File: src/rtl/mem_arbiter_pkg.sv
// Shared types and defaults for the two-port memory arbiter.
// Covers the FSM state encoding, the requester IDs and the default widths.
package mem_arbiter_pkg;

   typedef enum logic [1:0] {
      FREE  = 2'd0,
      LOCK0 = 2'd1,
      LOCK1 = 2'd2
   } arb_state_e;

   typedef enum logic {
      PORT_CPU = 1'b0,
      PORT_IO  = 1'b1
   } port_id_e;

   localparam int DEF_ADDR_WIDTH   = 6;
   localparam int DEF_DATA_WIDTH   = 16;
   localparam int DEF_LOCK_TIMEOUT = 15;

   function automatic port_id_e other_port(input port_id_e p);
      return (p == PORT_CPU) ? PORT_IO : PORT_CPU;
   endfunction

endpackage

File: src/rtl/mem_arbiter_if.sv
// Bundle of both requester handshakes plus the shared memory port.
// The arbiter takes the slave side; requesters and the memory model take the master side.
interface mem_arbiter_if
   import mem_arbiter_pkg::*;
#(
   parameter int ADDR_WIDTH = DEF_ADDR_WIDTH,
   parameter int DATA_WIDTH = DEF_DATA_WIDTH
) ();

   logic                  req0_valid;
   logic                  req0_we;
   logic [ADDR_WIDTH-1:0] req0_addr;
   logic [DATA_WIDTH-1:0] req0_data;
   logic                  req0_lock;
   logic                  req0_grant;
   logic                  req0_rvalid;
   logic [DATA_WIDTH-1:0] req0_rdata;

   logic                  req1_valid;
   logic                  req1_we;
   logic [ADDR_WIDTH-1:0] req1_addr;
   logic [DATA_WIDTH-1:0] req1_data;
   logic                  req1_lock;
   logic                  req1_grant;
   logic                  req1_rvalid;
   logic [DATA_WIDTH-1:0] req1_rdata;

   logic                  mem_we;
   logic [ADDR_WIDTH-1:0] mem_addr;
   logic [DATA_WIDTH-1:0] mem_data;
   logic [DATA_WIDTH-1:0] mem_in;
   logic                  lock_timeout;

   modport slave (
      input  req0_valid, req0_we, req0_addr, req0_data, req0_lock,
      output req0_grant, req0_rvalid, req0_rdata,
      input  req1_valid, req1_we, req1_addr, req1_data, req1_lock,
      output req1_grant, req1_rvalid, req1_rdata,
      output mem_we, mem_addr, mem_data, lock_timeout,
      input  mem_in
   );

   modport master (
      output req0_valid, req0_we, req0_addr, req0_data, req0_lock,
      input  req0_grant, req0_rvalid, req0_rdata,
      output req1_valid, req1_we, req1_addr, req1_data, req1_lock,
      input  req1_grant, req1_rvalid, req1_rdata,
      input  mem_we, mem_addr, mem_data, lock_timeout,
      output mem_in
   );

endinterface

File: src/rtl/mem_arbiter_read_tracker.sv
// One-deep read return pipeline: remembers who issued last cycle's read and
// steers the memory's read data back to that requester only.
module arb_read_tracker
   import mem_arbiter_pkg::*;
#(
   parameter int DATA_WIDTH = DEF_DATA_WIDTH
) (
   input  logic                  clk,
   input  logic                  rst_n,
   input  logic                  rd_fire,
   input  port_id_e              rd_owner,
   input  logic [DATA_WIDTH-1:0] mem_in,
   output logic                  rvalid0,
   output logic [DATA_WIDTH-1:0] rdata0,
   output logic                  rvalid1,
   output logic [DATA_WIDTH-1:0] rdata1
);

   logic     pending_q, pending_d;
   port_id_e owner_q, owner_d;

   always_comb begin
      pending_d = rd_fire;
      owner_d   = rd_fire ? rd_owner : owner_q;
   end

   always_ff @(posedge clk or negedge rst_n) begin
      if (!rst_n) begin
         pending_q <= 1'b0;
         owner_q   <= PORT_CPU;
      end else begin
         pending_q <= pending_d;
         owner_q   <= owner_d;
      end
   end

   // Non-owner sees zero data so nothing stale leaks across ports.
   always_comb begin
      rvalid0 = pending_q && (owner_q == PORT_CPU);
      rvalid1 = pending_q && (owner_q == PORT_IO);
      rdata0  = rvalid0 ? mem_in : '0;
      rdata1  = rvalid1 ? mem_in : '0;
   end

endmodule

File: src/rtl/mem_arbiter.sv
// Round-robin arbiter for a single-port memory shared by the CPU and the I/O
// master, with bus locking for multi-cycle sequences and a lock watchdog.
module mem_arbiter
   import mem_arbiter_pkg::*;
#(
   parameter int ADDR_WIDTH   = DEF_ADDR_WIDTH,
   parameter int DATA_WIDTH   = DEF_DATA_WIDTH,
   parameter int LOCK_TIMEOUT = DEF_LOCK_TIMEOUT
) (
   input  logic         clk,
   input  logic         rst_n,
   mem_arbiter_if.slave bus
);

   localparam logic [7:0] TIMEOUT_CNT = 8'(LOCK_TIMEOUT);

   arb_state_e state_q, state_d;
   port_id_e   ptr_q, ptr_d;
   logic [7:0] cnt_q, cnt_d;
   logic [7:0] cnt_inc;
   logic       grant0, grant1, timeout;
   logic       rd_fire;
   port_id_e   rd_owner;

   assign cnt_inc = cnt_q + 8'd1;

   always_comb begin
      state_d = state_q;
      ptr_d   = ptr_q;
      cnt_d   = cnt_q;
      grant0  = 1'b0;
      grant1  = 1'b0;
      timeout = 1'b0;
      unique case (state_q)
         FREE: begin
            cnt_d = '0;
            if (bus.req0_valid && (!bus.req1_valid || ptr_q == PORT_CPU)) begin
               grant0 = 1'b1;
            end else if (bus.req1_valid) begin
               grant1 = 1'b1;
            end
            // A locking grant keeps the pointer so the other side wins next.
            if (grant0) begin
               if (bus.req0_lock) state_d = LOCK0;
               else               ptr_d   = other_port(PORT_CPU);
            end else if (grant1) begin
               if (bus.req1_lock) state_d = LOCK1;
               else               ptr_d   = other_port(PORT_IO);
            end
         end
         LOCK0: begin
            grant0 = bus.req0_valid;
            if (!bus.req0_lock || cnt_inc == TIMEOUT_CNT) begin
               timeout = bus.req0_lock;
               state_d = FREE;
               ptr_d   = other_port(PORT_CPU);
               cnt_d   = '0;
            end else begin
               cnt_d = cnt_inc;
            end
         end
         LOCK1: begin
            grant1 = bus.req1_valid;
            if (!bus.req1_lock || cnt_inc == TIMEOUT_CNT) begin
               timeout = bus.req1_lock;
               state_d = FREE;
               ptr_d   = other_port(PORT_IO);
               cnt_d   = '0;
            end else begin
               cnt_d = cnt_inc;
            end
         end
         default: begin
            state_d = FREE;
            cnt_d   = '0;
         end
      endcase
      // Nothing is accepted while reset is held, even though grant is combinational.
      if (!rst_n) begin
         grant0  = 1'b0;
         grant1  = 1'b0;
         timeout = 1'b0;
      end
   end

   always_ff @(posedge clk or negedge rst_n) begin
      if (!rst_n) begin
         state_q <= FREE;
         ptr_q   <= PORT_CPU;
         cnt_q   <= '0;
      end else begin
         state_q <= state_d;
         ptr_q   <= ptr_d;
         cnt_q   <= cnt_d;
      end
   end

   always_comb begin
      bus.mem_we   = 1'b0;
      bus.mem_addr = ADDR_WIDTH'(0);
      bus.mem_data = '0;
      if (grant0) begin
         bus.mem_we   = bus.req0_we;
         bus.mem_addr = bus.req0_addr;
         bus.mem_data = bus.req0_data;
      end else if (grant1) begin
         bus.mem_we   = bus.req1_we;
         bus.mem_addr = bus.req1_addr;
         bus.mem_data = bus.req1_data;
      end
   end

   assign bus.req0_grant   = grant0;
   assign bus.req1_grant   = grant1;
   assign bus.lock_timeout = timeout;
   assign rd_fire  = (grant0 && !bus.req0_we) || (grant1 && !bus.req1_we);
   assign rd_owner = grant1 ? PORT_IO : PORT_CPU;

   arb_read_tracker #(
      .DATA_WIDTH(DATA_WIDTH)
   ) u_read_tracker (
      .clk      (clk),
      .rst_n    (rst_n),
      .rd_fire  (rd_fire),
      .rd_owner (rd_owner),
      .mem_in   (bus.mem_in),
      .rvalid0  (bus.req0_rvalid),
      .rdata0   (bus.req0_rdata),
      .rvalid1  (bus.req1_rvalid),
      .rdata1   (bus.req1_rdata)
   );

endmodule

File: src/flat_wrapper.sv
// flat-port wrapper written by rule: the top's interface ports become plain ports
module mem_arbiter_flat import mem_arbiter_pkg::*;
#(
   parameter int ADDR_WIDTH   = DEF_ADDR_WIDTH,
   parameter int DATA_WIDTH   = DEF_DATA_WIDTH,
   parameter int LOCK_TIMEOUT = DEF_LOCK_TIMEOUT
)
  (clk, rst_n, bus_req0_valid, bus_req0_we, bus_req0_addr, bus_req0_data, bus_req0_lock, bus_req0_grant, bus_req0_rvalid, bus_req0_rdata, bus_req1_valid, bus_req1_we, bus_req1_addr, bus_req1_data, bus_req1_lock, bus_req1_grant, bus_req1_rvalid, bus_req1_rdata, bus_mem_we, bus_mem_addr, bus_mem_data, bus_lock_timeout, bus_mem_in);
  mem_arbiter_if #(.ADDR_WIDTH(ADDR_WIDTH), .DATA_WIDTH(DATA_WIDTH)) bus_i ();
  input  logic clk;
  input  logic rst_n;
  input wire logic [$bits(bus_i.req0_valid)-1:0] bus_req0_valid;
  input wire logic [$bits(bus_i.req0_we)-1:0] bus_req0_we;
  input wire logic [$bits(bus_i.req0_addr)-1:0] bus_req0_addr;
  input wire logic [$bits(bus_i.req0_data)-1:0] bus_req0_data;
  input wire logic [$bits(bus_i.req0_lock)-1:0] bus_req0_lock;
  output wire logic [$bits(bus_i.req0_grant)-1:0] bus_req0_grant;
  output wire logic [$bits(bus_i.req0_rvalid)-1:0] bus_req0_rvalid;
  output wire logic [$bits(bus_i.req0_rdata)-1:0] bus_req0_rdata;
  input wire logic [$bits(bus_i.req1_valid)-1:0] bus_req1_valid;
  input wire logic [$bits(bus_i.req1_we)-1:0] bus_req1_we;
  input wire logic [$bits(bus_i.req1_addr)-1:0] bus_req1_addr;
  input wire logic [$bits(bus_i.req1_data)-1:0] bus_req1_data;
  input wire logic [$bits(bus_i.req1_lock)-1:0] bus_req1_lock;
  output wire logic [$bits(bus_i.req1_grant)-1:0] bus_req1_grant;
  output wire logic [$bits(bus_i.req1_rvalid)-1:0] bus_req1_rvalid;
  output wire logic [$bits(bus_i.req1_rdata)-1:0] bus_req1_rdata;
  output wire logic [$bits(bus_i.mem_we)-1:0] bus_mem_we;
  output wire logic [$bits(bus_i.mem_addr)-1:0] bus_mem_addr;
  output wire logic [$bits(bus_i.mem_data)-1:0] bus_mem_data;
  output wire logic [$bits(bus_i.lock_timeout)-1:0] bus_lock_timeout;
  input wire logic [$bits(bus_i.mem_in)-1:0] bus_mem_in;
  assign bus_i.req0_valid = bus_req0_valid;
  assign bus_i.req0_we = bus_req0_we;
  assign bus_i.req0_addr = bus_req0_addr;
  assign bus_i.req0_data = bus_req0_data;
  assign bus_i.req0_lock = bus_req0_lock;
  assign bus_req0_grant = bus_i.req0_grant;
  assign bus_req0_rvalid = bus_i.req0_rvalid;
  assign bus_req0_rdata = bus_i.req0_rdata;
  assign bus_i.req1_valid = bus_req1_valid;
  assign bus_i.req1_we = bus_req1_we;
  assign bus_i.req1_addr = bus_req1_addr;
  assign bus_i.req1_data = bus_req1_data;
  assign bus_i.req1_lock = bus_req1_lock;
  assign bus_req1_grant = bus_i.req1_grant;
  assign bus_req1_rvalid = bus_i.req1_rvalid;
  assign bus_req1_rdata = bus_i.req1_rdata;
  assign bus_mem_we = bus_i.mem_we;
  assign bus_mem_addr = bus_i.mem_addr;
  assign bus_mem_data = bus_i.mem_data;
  assign bus_lock_timeout = bus_i.lock_timeout;
  assign bus_i.mem_in = bus_mem_in;
  mem_arbiter #(.ADDR_WIDTH(ADDR_WIDTH), .DATA_WIDTH(DATA_WIDTH), .LOCK_TIMEOUT(LOCK_TIMEOUT)) u_core (.clk(clk), .rst_n(rst_n), .bus(bus_i));
endmodule
File: config.mk
export PLATFORM = sky130hd
export DESIGN_NAME = mem_arbiter_flat
export DESIGN_NICKNAME = d
export VERILOG_FILES = /design/src/rtl/mem_arbiter_pkg.sv /design/src/rtl/mem_arbiter_if.sv /design/src/rtl/mem_arbiter_read_tracker.sv /design/src/rtl/mem_arbiter.sv /design/src/flat_wrapper.sv
export SDC_FILE = /design/constraint.sdc
export NUM_CORES = 1
export LEC_CHECK = 0
export ABC_AREA = 1
export CAP_MARGIN = 20
export CORE_ASPECT_RATIO = 0.9
export CORE_MARGIN = 2
export CORE_UTILIZATION = 34
export CTS_BUF_LIST = sky130_fd_sc_hd__clkbuf_4
export CTS_CLUSTER_SIZE = 8
export DETAILED_ROUTE_END_ITERATION = 10
export PLACE_DENSITY = 0.88
export REMOVE_ABC_BUFFERS = 1
export SYNTH_ARGS = -nofsm -noshare
export SYNTH_HDL_FRONTEND = slang
export SYNTH_SLANG_ARGS = --single-unit
File: constraint.sdc
create_clock -name clk -period 3.7 [get_ports clk]
set_input_delay 0.925 -clock clk [delete_from_list [all_inputs] [get_ports clk]]
set_output_delay 0.925 -clock clk [all_outputs]
set_load 0.05 [all_outputs]
==> results of run 1 <==
cell families after synthesis:
kind of cell	Yosys count	share of synthesized area
and+or+nand+nor	164	0.506
buffers and inverters	48	0.133
AOI/OAI and AO/OA	13	0.0659
DFF	13	0.235
adders and majority gates	6	0.0542
xor gates and xnor gates	1	0.00632
tightest hold or removal path, stage by stage, from the launching register on:
cell and delay (ns):
dfrtp_1 0.36, nand2_1 0.06, nand2_1 0.04
power groups by stage:
stage               registers [mW]  clock network (mW)  logic (mW)
global placement             0.192                   0        1.05
floorplan                    0.186                   0       0.575
CTS                          0.191              0.0951        1.07
finish                       0.191              0.0923        1.07
detailed placement           0.193                   0        1.07
global route                 0.196               0.101        1.13
routing by layer:
metal	GRT usage	up-vias	wire [µm]
met2	0.426	84	2860
li1	-	1008	-
met3	0.0389	4	357
met4	0.0566	0	44
met1	0.267	897	2070
met5	0	-	0
worst max path at each step:
stage	startpoint	end	slack, ns	cells after the start
global placement	bus_req1_valid	bus_mem_addr[0]	0.20	11
finish	bus_req1_valid	bus_mem_addr[0]	0.17	11
CTS	bus_req1_valid	bus_mem_addr[0]	0.13	11
global route	bus_req1_valid	bus_mem_addr[0]	0.003	11
floorplan	bus_req1_valid	bus_mem_addr[0]	0.07	7
detailed placement	bus_req1_valid	bus_mem_addr[0]	0.14	11
stage by stage:
stage	cells	hold slack, ns	instance area, µm²
floorplan	237	0.441	1350
CTS	422	0.493	3020
finish	422	0.491	3020
detailed placement	418	0.475	2990
global route	422	0.536	3020
global placement	418	0.473	2990
repair_timing:
| action | CTS | global route |
|---|---|---|
| hold buffers | 0 | 0 |
| buffers inserted | 0 | 0 |
| resized for setup | 0 | 1 |
| endpoints found under the setup margin | 0 | 14 |
cell type report:
class / count / area share
tap: 48 / 0.0199
sequential: 13 / 0.108
inverter: 40 / 0.0497
timing repair buffer: 133 / 0.523
multi-input combinational: 184 / 0.290
clock buffer: 4 / 0.00993
state kept, by name (all words and copies together), names as in the netlist:
signal / count
u_core.u_read_tracker.owner_q: 1
u_core.ptr_q: 1
u_core.state_q: 2
u_core.cnt_q: 8
u_core.u_read_tracker.pending_q: 1
cell usage in the layout, fill, tap and decap left out, types with 2 or more instances in the layout:
cell type	Yosys	routed
nand3_1	32	32
ha_1	6	6
nand2_2	3	3
o22ai_1	2	2
buf_4	0	5
nor2_1	44	44
nand2_1	80	80
inv_1	39	39
a21oi_1	5	5
dfrtp_1	13	13
clkdlybuf4s50_1	0	101
buf_12	0	26
clkbuf_4	0	4
nor2_4	2	2
==> results.md, run 1 <==
* Period utilisation layout at 0.955
* Leakage at 1.48 nW
* Drt initial violations at 59
* I/O Buffers at 127
* R2r startpoint: u_core.cnt_q[0]
* Number of flops mapped to enable cells by yosys at 0
* Synth unique cells at 24
* CTS tree: yes
* Die Span Y at 64.6 µm
* Tmin final at 3.53 ns
* Clock share of power at 0.068
* Reg-to-reg critical path endpoint: u_core.state_q[1]
* Slowest stage cell, crit path: clkdlybuf4s50_1
* Post-synthesis sequential area ratio at 0.235
* H-tree depth at 1
* Syn Inst Count at 245
* Tot Pwr at 1.35 mW
* Net Sw Frac at 0.517
* Worst Skew at 0.00589 ns
* GR Overflow Total at 0
* Net Sw Power at 0.700 mW
* N_diodes at 0
* Critical Path End Type: output pin
* GRT Overall Usage at 0.228
* First-pass GRT wire length at 8540 µm
* Critical path type: input pin to output pin
* Count leader, synth: nand2_1
* Initial antenna violation count at 0
* Final wirelength at 5330 µm
* Post-route ant nets at 0
* Cell Pwr Density at 448 nW/µm²
* Final nets at 449
* Min setup slack post-route at 0.168 ns
* Largest net degree at the start of global routing at 25
* CP most frequent cell: nand2_1
* P_int at 0.653 mW
* Sink Count at 13
* Worst slew margin at 0.642
* Mapped cell area at 1390 µm²
* Hold Startpoint: u_core.ptr_q
* Prevailing post-synth register cell: dfrtp_1
* Data required, critical path at 2.77 ns
* Dpl ws at 0.138 ns
* Cell taking the most area after synthesis: dfrtp_1
* Final GP Congestion at 0.951
* Via density at 4.72
* Worst min path class: register to register
* CP max stage delay at 0.50 ns
* Top-area cell type share of the netlist area at 0.235
* HPWL Detailed at 4500 µm
* Seq pwr share at 0.142
* VDD IR-drop max at 0.296 mV
* Die Width at 71.3 µm
* Synth warn at 0
* Worst Path Max Fanout at 24
* Worst hold path depth at 2
* CP arrival at 2.61 ns
* Post-synth top cells: 80 x nand2_1, 44 x nor2_1, 39 x inv_1, 32 x nand3_1, 13 x dfrtp_1
* I/O pin count at 128
* Area Overhead vs Synth at 118%
* R2r setup slk at 1.92 ns
* Worst-Margin Slew at 0.536 ns
* Clock Latency Late Sink at 0.27 ns
* Initial Util at 0.347
* Register Area at 325 µm²
* Fillers at 295
* FP Rows at 22
* Fmax at 0.283 GHz
* Comb power frac at 0.790
* Cell Chain, Critical Path: clkdlybuf4s50_1 > nand2_1 > nand2_1 > nand2_1 > inv_1 > o211ai_1 > inv_1 > buf_6 > nand3_1 > nand2_1 > buf_12
* Worst Setup Start Kind: input pin
* Endpoints failing hold at 0
* Max-slew violation count at 0
* Flops & latches, synth at 13
* Ys async rst share at 1.00
* Status: completed
* Sum Neg Setup Slack at 0 ns
* Max-cap violations at 0
* Clock slew at reported path FFs at 0.07 ns
* Hold endpoint: u_core.ptr_q
* Wire length per cell at 12.6 µm
* Total CTS buffers at 3
* Vias in the first global route at 1905
* Area of the multi-input gates at 877 µm²
* Die area at 4600 µm²
* RSZ-0062 raised after global routing: no
* Layout cells sized above 1 at 0.126
* CTS max path bufs at 2
* CTS root buffer: clkbuf_4
* Bufs and invs on worst path at 5
* 1st-pass router iterations at 4
* Final setup violating endpoints at 0
* Core ar. at 3990 µm²
* Syn Area/Cell at 5.66 µm²
* DRC violations left at 0
* FF-to-FF path depth at 11
* Core Util, Final at 0.757
* Top cells by area, synth: dfrtp_1 23%, nand2_1 22%, nor2_1 12%
* Crit-path leading delay family: buffers and inverters
* Via Count at 1993
No activity file was read; power rests on OpenSTA's default activity.
==> inputs of run 2 (changes only) <==
--- a/config.mk
+++ b/config.mk
@@ -15,2 +15,3 @@
 export DETAILED_ROUTE_END_ITERATION = 10
+export MAX_ROUTING_LAYER = met4
 export PLACE_DENSITY = 0.88
==> constraint.sdc (replaced) <==
create_clock -name clk -period 3.7 [get_ports clk]
set_input_delay 0.74 -clock clk [delete_from_list [all_inputs] [get_ports clk]]
set_output_delay 0.74 -clock clk [all_outputs]
set_load 0.05 [all_outputs]
==> run 2 against run 1 <==
  * Sequential share of layout area is 0.11 points higher
  * Via count is 1.6% lower
  * Worst setup slack better by 0.29 ns
  * Cell area decreased by 1.0%
  * Sequential power hardly changed
  * Routed wire length is 4.7% lower
  * Core utilization fell by 0.78 points
  * Clock power about the same
  * Global-route usage fell by 0.91 points
  * Clock-buffer cell count is the same
  * Critical path type unchanged
==> results.md, run 2 (synthesized netlist as in run 1, its figures left out) <==
* I/O pin count at 128
* Final nets at 447
* Post-CTS sizing at 0
* Commonest non-fill, non-tap cell in the layout: clkdlybuf4s50_1
* Most frequent cells in the layout: 101 x clkdlybuf4s50_1, 80 x nand2_1, 44 x nor2_1, 39 x inv_1, 32 x nand3_1
* Leading registers by flop count: u_core.cnt_q: 8 flops, u_core.state_q: 2 flops
* Sink Count at 13
* FP Rows at 22
* DRC violations left at 0
* Endpoints failing hold at 0
* CTS max path bufs at 2
* Worst-Margin Slew at 0.535 ns
* Data required, critical path at 2.96 ns
* Register Area at 325 µm²
* Final GP Congestion at 0.899
* Initial antenna violation count at 0
* Via density at 4.67
* VDD IR-drop max at 0.281 mV
* Fillers at 295
* Final hold slack at 0.489 ns
* Hold-fix buffers, CTS at 0
* Tmin final at 3.24 ns
* Critical Path End Type: output pin
* Fmax at 0.308 GHz
* Core ar. at 3990 µm²
* Worst Skew at 0.00375 ns
* Clock slew at reported path FFs at 0.07 ns
* H-tree depth at 1
* Worst slew margin at 0.642
* Worst Setup Start Kind: input pin
* Clock Latency Late Sink at 0.27 ns
* CTS tree: yes
* Area of the multi-input gates at 877 µm²
* Final wirelength at 5080 µm
* Die Width at 71.3 µm
* N_diodes at 0
* Sum Neg Setup Slack at 0 ns
* Initial Util at 0.347
* Most flops, register: u_core.cnt_q
* HPWL Detailed at 4260 µm
* Fin area at 2990 µm²
* Worst min path class: register to register
* Max reg flops at 8
* Placed Area at 2960 µm²
* GRT Overall Usage at 0.219
* Via Count at 1961
* Final setup violating endpoints at 0
* Largest net degree at the start of global routing at 25
* CP arrival at 2.50 ns
* Area Overhead vs Synth at 116%
* Status: completed
* Wire length per cell at 12.1 µm
* Drt initial violations at 84
* Vias in the first global route at 1817
* First-pass GRT wire length at 7990 µm
* Die area at 4600 µm²
* RSZ-0062 raised after global routing: no
* GR Overflow Total at 0
* Die Span Y at 64.6 µm
* Leakage at 1.47 nW
* Core Util, Final at 0.750
* Cell Pwr Density at 446 nW/µm²
* 1st-pass router iterations at 4
* Worst Path Max Fanout at 24
* Total CTS buffers at 3
* Max-slew violation count at 0
* Postcts setup bufs at 0
* Period utilisation layout at 0.876
* Max-cap violations at 0
* CTS root buffer: clkbuf_4
* Critical path type: input pin to output pin
* I/O Buffers at 127
* Layout cells sized above 1 at 0.121
* Post-route ant nets at 0
-- run 2: changes by cell type in the layout (fill, tap and decap cells not counted), sizes merged --
cell	delta
buf	-2
-- run 2: per-stage QoR --
stage / worst slack [ns] / total power, mW / std cells
floorplan: 0.438 / 0.761 / 237
global placement: 0.546 / 1.24 / 416
detailed placement: 0.474 / 1.25 / 416
CTS: 0.475 / 1.34 / 420
global route: 0.326 / 1.41 / 420
finish: 0.457 / 1.34 / 420
-- run 2: worst max-delay path, cell delays in order --
cell             delay, ns
clkdlybuf4s50_1       0.50
nand2_1               0.09
nand2_1               0.08
nand2_1               0.09
inv_1                 0.10
o211ai_1              0.12
inv_1                 0.08
buf_4                 0.26
nand3_1               0.14
nand2_1               0.14
buf_12                0.15
-- run 2: final timing paths --
path / start / to / slack [ns] / depth (start not counted)
min in group asynchronous: rst_n / u_core.state_q[0] / 0.87 / 2
worst min-delay path: u_core.ptr_q / u_core.ptr_q / 0.49 / 2
worst min register to register: u_core.ptr_q / u_core.ptr_q / 0.49 / 2
worst max-delay path: bus_req1_valid / bus_mem_addr[0] / 0.46 / 11
worst max register to register: u_core.cnt_q[0] / u_core.state_q[0] / 1.91 / 11
max in group asynchronous: rst_n / u_core.cnt_q[5] / 2.67 / 2
-- run 2: layer usage --
metal,part of all wire,wire [µm],up-vias,track usage
li1,-,-,1000,-
met1,0.40,2010,850,0.251
met2,0.50,2540,97,0.381
met3,0.080,406,14,0.0467
met4,0.025,125,0,0.0684
met5,0,0,-,-
-- run 2: area by class of cell --
type | instances | share of cell area
tap | 48 | 0.0201
inverter | 40 | 0.0502
sequential | 13 | 0.109
clock buffer | 4 | 0.0100
multi-input combinational | 184 | 0.293
timing repair buffer | 131 | 0.518
-- run 2: power by group --
part / internal (mW) / switching (mW)
Sequential: 0.167 / 0.0231
Combinational: 0.428 / 0.625
Clock: 0.0490 / 0.0430
Total: 0.644 / 0.691
